===== src/rtl/plane_spawner.sv =====
// Plane slot table: on each move tick, shifts active planes left, retires off-screen planes,
// spawns new ones up to the allowed count, then streams the active planes to the draw logic.
module plane_spawner #(
    parameter int unsigned MAX_PLANES = 10,
    parameter int unsigned X_MAX      = 160,
    parameter int unsigned Y_MAX      = 120,
    parameter int unsigned TICK_DIV   = 50,
    parameter int unsigned SPAWN_GAP  = 4
) (
    input  logic       clk,
    input  logic       reset,
    input  logic       enable,
    input  logic [3:0] plane_amount,
    input  logic [1:0] flying_rate,
    output logic       plane_valid,
    output logic [7:0] plane_x,
    output logic [6:0] plane_y,
    output logic [3:0] plane_id,
    output logic       frame_done,
    output logic [3:0] active_count
);

    localparam int unsigned CNT_W = $clog2(TICK_DIV);
    localparam int unsigned GAP_W = $clog2(SPAWN_GAP) + 1;
    localparam int unsigned IDX_W = 4;

    typedef enum logic [2:0] {
        S_IDLE,
        S_MOVE,
        S_SPAWN,
        S_EMIT,
        S_DONE
    } state_t;

    state_t                  state;
    logic [CNT_W-1:0]        tick_cnt;
    logic [GAP_W-1:0]        gap;
    logic                    pending;
    logic [7:0]              lfsr;
    logic [IDX_W-1:0]        idx;
    logic [MAX_PLANES-1:0]   active;
    logic [7:0]              slot_x [MAX_PLANES];
    logic [6:0]              slot_y [MAX_PLANES];

    logic                    tick;
    logic [IDX_W-1:0]        pop;
    logic                    free_found;
    logic [IDX_W-1:0]        free_idx;
    logic [3:0]              amt;
    logic [7:0]              lfsr_next;
    logic [6:0]              spawn_y;
    logic [2:0]              step;

    // Tick strobe, speed step and spawn parameters derived from the current inputs.
    always_comb begin
        tick      = enable && (tick_cnt == CNT_W'(TICK_DIV - 1));
        step      = {1'b0, flying_rate} + 3'd1;
        amt       = (plane_amount > 4'(MAX_PLANES)) ? 4'(MAX_PLANES) : plane_amount;
        lfsr_next = {lfsr[6:0], lfsr[7] ^ lfsr[5] ^ lfsr[4] ^ lfsr[3]};
        spawn_y   = (lfsr_next[6:0] < 7'(Y_MAX)) ? lfsr_next[6:0]
                                                 : lfsr_next[6:0] - 7'(Y_MAX);
    end

    // Occupancy count and lowest-index free slot.
    always_comb begin
        pop        = '0;
        free_found = 1'b0;
        free_idx   = '0;
        for (int i = 0; i < int'(MAX_PLANES); i++) begin
            if (active[i]) begin
                pop = pop + IDX_W'(1);
            end else if (!free_found) begin
                free_found = 1'b1;
                free_idx   = IDX_W'(i);
            end
        end
    end

    always_ff @(posedge clk) begin
        if (reset) begin
            state        <= S_IDLE;
            tick_cnt     <= '0;
            gap          <= '0;
            pending      <= 1'b0;
            lfsr         <= 8'hA5;
            idx          <= '0;
            active       <= '0;
            plane_valid  <= 1'b0;
            plane_x      <= '0;
            plane_y      <= '0;
            plane_id     <= '0;
            frame_done   <= 1'b0;
            active_count <= '0;
            for (int i = 0; i < int'(MAX_PLANES); i++) begin
                slot_x[i] <= '0;
                slot_y[i] <= '0;
            end
        end else begin
            if (enable) begin
                tick_cnt <= tick ? '0 : tick_cnt + CNT_W'(1);
            end

            plane_valid <= 1'b0;
            plane_x     <= '0;
            plane_y     <= '0;
            plane_id    <= '0;
            frame_done  <= 1'b0;

            // A tick arriving mid-walk is remembered once; further ones are dropped.
            if (state != S_IDLE && tick) begin
                pending <= 1'b1;
            end

            case (state)
                S_IDLE: begin
                    if (tick || pending) begin
                        state   <= S_MOVE;
                        idx     <= '0;
                        pending <= 1'b0;
                    end
                end
                S_MOVE: begin
                    if (active[idx]) begin
                        if (slot_x[idx] >= 8'(step)) begin
                            slot_x[idx] <= slot_x[idx] - 8'(step);
                        end else begin
                            active[idx] <= 1'b0;
                            slot_x[idx] <= '0;
                            slot_y[idx] <= '0;
                        end
                    end
                    if (idx == IDX_W'(MAX_PLANES - 1)) begin
                        state <= S_SPAWN;
                        idx   <= '0;
                    end else begin
                        idx <= idx + IDX_W'(1);
                    end
                end
                S_SPAWN: begin
                    lfsr <= lfsr_next;
                    if (pop < amt && gap == '0 && free_found) begin
                        active[free_idx] <= 1'b1;
                        slot_x[free_idx] <= 8'(X_MAX - 1);
                        slot_y[free_idx] <= spawn_y;
                        gap              <= GAP_W'(SPAWN_GAP - 1);
                        active_count     <= pop + IDX_W'(1);
                    end else begin
                        if (gap != '0) begin
                            gap <= gap - GAP_W'(1);
                        end
                        active_count <= pop;
                    end
                    state <= S_EMIT;
                    idx   <= '0;
                end
                S_EMIT: begin
                    if (active[idx]) begin
                        plane_valid <= 1'b1;
                        plane_x     <= slot_x[idx];
                        plane_y     <= slot_y[idx];
                        plane_id    <= idx;
                    end
                    if (idx == IDX_W'(MAX_PLANES - 1)) begin
                        state <= S_DONE;
                        idx   <= '0;
                    end else begin
                        idx <= idx + IDX_W'(1);
                    end
                end
                S_DONE: begin
                    frame_done <= 1'b1;
                    state      <= S_IDLE;
                end
                default: state <= S_IDLE;
            endcase
        end
    end

endmodule


===== config.mk =====
export PLATFORM = sky130hd
export DESIGN_NAME = plane_spawner
export DESIGN_NICKNAME = d
export VERILOG_FILES = /design/src/rtl/plane_spawner.sv
export SDC_FILE = /design/constraint.sdc
export NUM_CORES = 1
export LEC_CHECK = 0
export CAP_MARGIN = 30
export CORE_MARGIN = 4
export CORE_UTILIZATION = 45
export CTS_BUF_LIST = sky130_fd_sc_hd__clkbuf_8
export DETAILED_ROUTE_END_ITERATION = 10
export PLACE_DENSITY_LB_ADDON = 0.08
export RECOVER_POWER = 25
export SYNTH_ARGS = -nofsm -noshare
export SYNTH_HDL_FRONTEND = slang
export SYNTH_SLANG_ARGS = --single-unit

===== constraint.sdc =====
create_clock -name clk -period 14.2 [get_ports clk]
set_input_delay 1.42 -clock clk [delete_from_list [all_inputs] [get_ports clk]]
set_output_delay 1.42 -clock clk [all_outputs]
set_load 0.01 [all_outputs]

# Word-level counts from Yosys, hierarchy flattened
# Memories as Yosys holds them, arrays and structs flattened. A register that Yosys moved wholly into a read port is not among the register bits.
# Index checks and enable logic that the tools add are counted.
# classes
add_sub_neg	16
order_cmp	8
eq_ne	12
n_mux	96
bitwise	9
n_reduce_logical	25
# op_table
op	n
4-bit two-way mux	35
4-bit by 1-bit adder with 4-bit output (second input constant)	11
1-bit two-way mux	40
10-bit two-way mux	3
8-bit two-way mux	3
7-bit two-way mux	3
10-bit case mux with 2 select lines	1
8-bit OR reduction	2
3-bit two-way mux	5
7-bit OR reduction	2
2-bit != test (second input constant)	6
3-bit case mux with 4 select lines	1
4-bit case mux with 3 select lines	1
10-bit AND	1
4-bit by 5-bit < comparator with 1-bit output (second input constant)	2
10-bit inverter	1
10-bit bitwise OR	1
3-bit nonzero test	3
1-bit demux with 4-bit select	2
4-bit by 1-bit >= comparator with 1-bit output (second input constant)	2
8-bit by 3-bit >= comparator with 1-bit output	1
8-bit by 3-bit subtractor with 8-bit output	1
7-bit < comparator (second input constant)	1
7-bit subtractor (second input constant)	1
24 further kinds	37
# word_totals
ff_bits	53
ramBits	150
in_bits	9
output_inout_bits	25
word_cells	180
n_memories	2
# mem_list
name	words	word_bits	rd	rd_clocked_by_memory_dff	wr	line_no	source
slot_x	10	8	1	1	10	42	logic [7:0] slot_x [MAX_PLANES];
slot_y	10	7	1	1	10	43	logic [6:0] slot_y [MAX_PLANES];

# Logic depth before layout (Yosys ltp)
# depth
depth_word	28
mapped_depth	39
ltp_nobuf	36

# Least setup slack after synthesis
# OpenSTA, ideal clock, no wires.
# synth_path
kind	reg-to-reg
start	register active[0]
end	memory slot_y[8][0] (enable)
setup_ps	328
arrival_time_ps	7343
t_required_ps	13872
path_slack_ps	6529
path_stages_with_launch	40
n_path_buf	3
synth_period_minus_slack_ps	7671
cell_sequence	dfxtp_1 > inv_1 > ha_1 > buf_2 > xor2_1 > ha_1 > xor3_1 > nor2_1 > a211o_1 > and2_1 > ha_1 > nand2b_1 > o211a_1 > or4_1 > a211o_1 > nand2_1 > nor2_1 > inv_1 > [4 not listed] > ha_1 > nand2_1 > xnor2_1 > xnor2_1 > inv_1 > ha_1 > a21o_1 > nand2_1 > nand3b_1 > a21oi_1 > and3_1 > buf_4 > nand2_2 > o31ai_4 > nand2_2 > or2_1 > buf_2 > nand2b_1
# synth_rtl
item	line_no	source
start: declaration	41	logic [MAX_PLANES-1:0] active;
start signal: assignment	87	active <= '0;
start signal: indexed assignment	127	active[idx] <= 1'b0;
start signal: indexed assignment	142	active[free_idx] <= 1'b1;
end: declaration	43	

==> summary.txt <==
Synth async-reset ratio: 0%
fmax: 108 MHz
PwrDens: 111 mW/mm^2
# DRC: 0
clock buffer depth: 3
post-CTS setup buffers: 0
Fin Clk Skew: 39.3 ps
synth-to-layout area growth: 13.2%
worst skew pair latency: 590 ps
crit path kind: flip-flop to flip-flop
Die Y-Extent: 187 um
Post-Syn Area per Cell: 12.9 sq um
most frequent cells after synthesis: edfxtp_1, nor2_1, nand2_1, mux4_2, dfxtp_1
Cell Area, Placed: 0.0154 sq mm
Gate Count Post-Synth: 1115
Max VDD drop: 0.0000746 V
detailed router's first-iteration violation count: 678
status: finished with violations
Core Region: 0.0316 sq mm
Synth Cell Area: 0.0144 sq mm
Main synth FF type: edfxtp_1
Worst Hold Class: flip-flop to flip-flop
failing checks: capacitance limit, slew limit
RSZ-0062 raised after global routing: no
setup TNS: 0 ps
clock transition at the registers of the reported paths: 60 ps
n_diodes: 0
via count: 8994
total CTS buffers: 51
Final Cell Area: 0.0163 sq mm
maximum number of pins on one net before global-route repair: 63
Leak: 0.00594 uW
Avg Vias per Cell: 5.34
initial core utilization: 45.7%
WP data arrival: 9450 ps
Synth area leader: edfxtp_1
num rows: 65
Clock Sink Count: 304
EDFF count, synth: 240
cell at the slowest stage of the critical path: nor2b_1
top-area cell type share of the netlist area: 50.0%
H-tree depth: 2
Setup crit end kind: flip-flop
Die Footprint: 0.0350 sq mm
post-route ant nets: 0
initial antenna violation count: 0
worst slew pin tran: 2940 ps
drt pass-1 iters: 5
grt ovf: 0
CP required: 14380 ps
WL final: 32200 um
I/O Buffers: 33
Top cell by count, worst path: ha_1
share of cells above drive strength 1: 15.3%
# hold bufs at CTS: 0
post-CTS sizing: 0
most numerous cell in the Yosys netlist: edfxtp_1
setup violators final: 0
routed length per placed instance: 19.1 um
Max-cap violations: 1
I/O pins: 34
nets: 1275
GP Congestion: 0.840
top cells by area, synth: edfxtp_1, mux4_2, dfxtp_1, nor2_1, ha_1
Synth Warn #: 0
slew margin rel.: -96.1%
GR Util All Layers: 18.6%
max incr delay on CP: 700 ps
Distinct cells, synth: 83
Max FO, Critical Path: 7
die width: 187 um
Root Driver: clkbuf_8
Synth Register Bits: 304
CTS tree: yes
sequential area share after synthesis: 58.9%
filler cell count: 2792
min cycle time layout: 9260 ps
Final period util: 65.2%
Max Slew Vio Count: 63
global-route wire length before repair: 51400 um
final hold violations: 0
vias in the first global route: 9011
CP startpoint kind: flip-flop
HPWL Detailed: 22000 um
[worst max-delay path: cells and delay by family (launching register included)]
family,cells,cell delay (ps)
adder cells (fa/ha/maj),5,1690
XOR/XNOR,3,930
buffers and inverters,2,160
AND/OR/NAND/NOR,13,3000
AO/OA/AOI/OAI,9,2670
flip-flops,1,420
[per-stage QoR]
step | std cells | total power, uW | setup slack, ps | hold slack [ps] | utilization [%]
after detailed placement | 1590 | 1120 | 5170 | 445 | 48.8
after global routing | 1685 | 1890 | 4400 | 484 | 51.7
after floorplan | 1204 | 1090 | 6530 | 437 | -
final | 1685 | 1810 | 4940 | 449 | 51.7
after global placement | 1590 | 1120 | 5340 | 446 | 48.8
after CTS | 1685 | 1840 | 5130 | 454 | 51.8
[kinds of logic (layout without fill, tap and decap cells)]
| kind of cell | count (synthesis) | count (layout) | share of synthesized area, % |
|---|---|---|---|
| adder cells (fa/ha/maj) | 25 | 25 | 2.22 |
| AO/OA/AOI/OAI | 136 | 136 | 6.53 |
| buffers and inverters | 105 | 184 | 3.08 |
| AND/OR/NAND/NOR | 417 | 417 | 13.8 |
| other | 1 | 90 | 0.0260 |
| flip-flops | 304 | 304 | 58.9 |
| multiplexers | 86 | 86 | 12.3 |
| XOR/XNOR | 41 | 41 | 3.12 |
[final cells by class]
class	instances	area [sq um]	area share, %
clock buffer	55	757	4.64
clock inverter	40	186	1.14
inverter	44	165	1.01
multi-input combinational	795	5800	35.6
sequential	304	8490	52.0
tap	402	503	3.08
timing repair buffer	45	410	2.52
[path summary, 6_finish.rpt]
check,start,endpoint,slack (ps),depth (start not counted)
max,active[0],slot_y[9][1],4940,32
min,active_count[2],active_count[2],450,2
max reg2reg,active[0],slot_y[9][1],4940,32
min reg2reg,active_count[2],active_count[2],450,2
[placed cells by master, fill, tap and decap left out, types with 8 or more instances in the layout]
cell type,Yosys,layout
clkinv_1,0,8
o21ai_0,22,22
dlygate4sd3_1,0,25
nand2_1,71,72
and2_1,17,8
nand3b_1,8,8
buf_4,2,11
dfxtp_1,64,61
a21oi_1,40,43
nor2_1,175,175
and2_0,0,9
ha_1,24,24
clkbuf_8,0,55
mux4_2,70,70
nor2b_1,9,9
conb_1,1,90
nand2b_1,35,35
mux2i_1,9,9
nand3_1,19,19
nor3_1,20,20
xor2_1,13,13
inv_1,43,66
edfxtp_1,240,240
xnor2_1,22,22
nor2_2,20,20
[sequential cells by signal (all words and copies together), names as in the netlist, 3 cells and up, named ones only]
| signal | count |
|---|---|
| plane_x | 8 |
| idx | 4 |
| plane_id | 4 |
| slot_y | 112 |
| gap | 3 |
| lfsr | 8 |
| active_count | 4 |
| active | 10 |
| slot_x | 128 |
| tick_cnt | 6 |
| state | 3 |
| plane_y | 7 |
[power by group]
group | switching (uW) | internal (uW)
clock network | 350 | 361
registers | 9.23 | 983
logic | 58.1 | 47.7
[per-layer routing]
metal	global-route usage, %	part of all wire [%]	up-vias
li1	-	-	4274
met1	26.3	46	4411
met2	29.3	46	248
met3	3.56	5.7	61
met4	6.17	2.8	0
met5	0	0	-
Power figures use the tool's default switching activity.
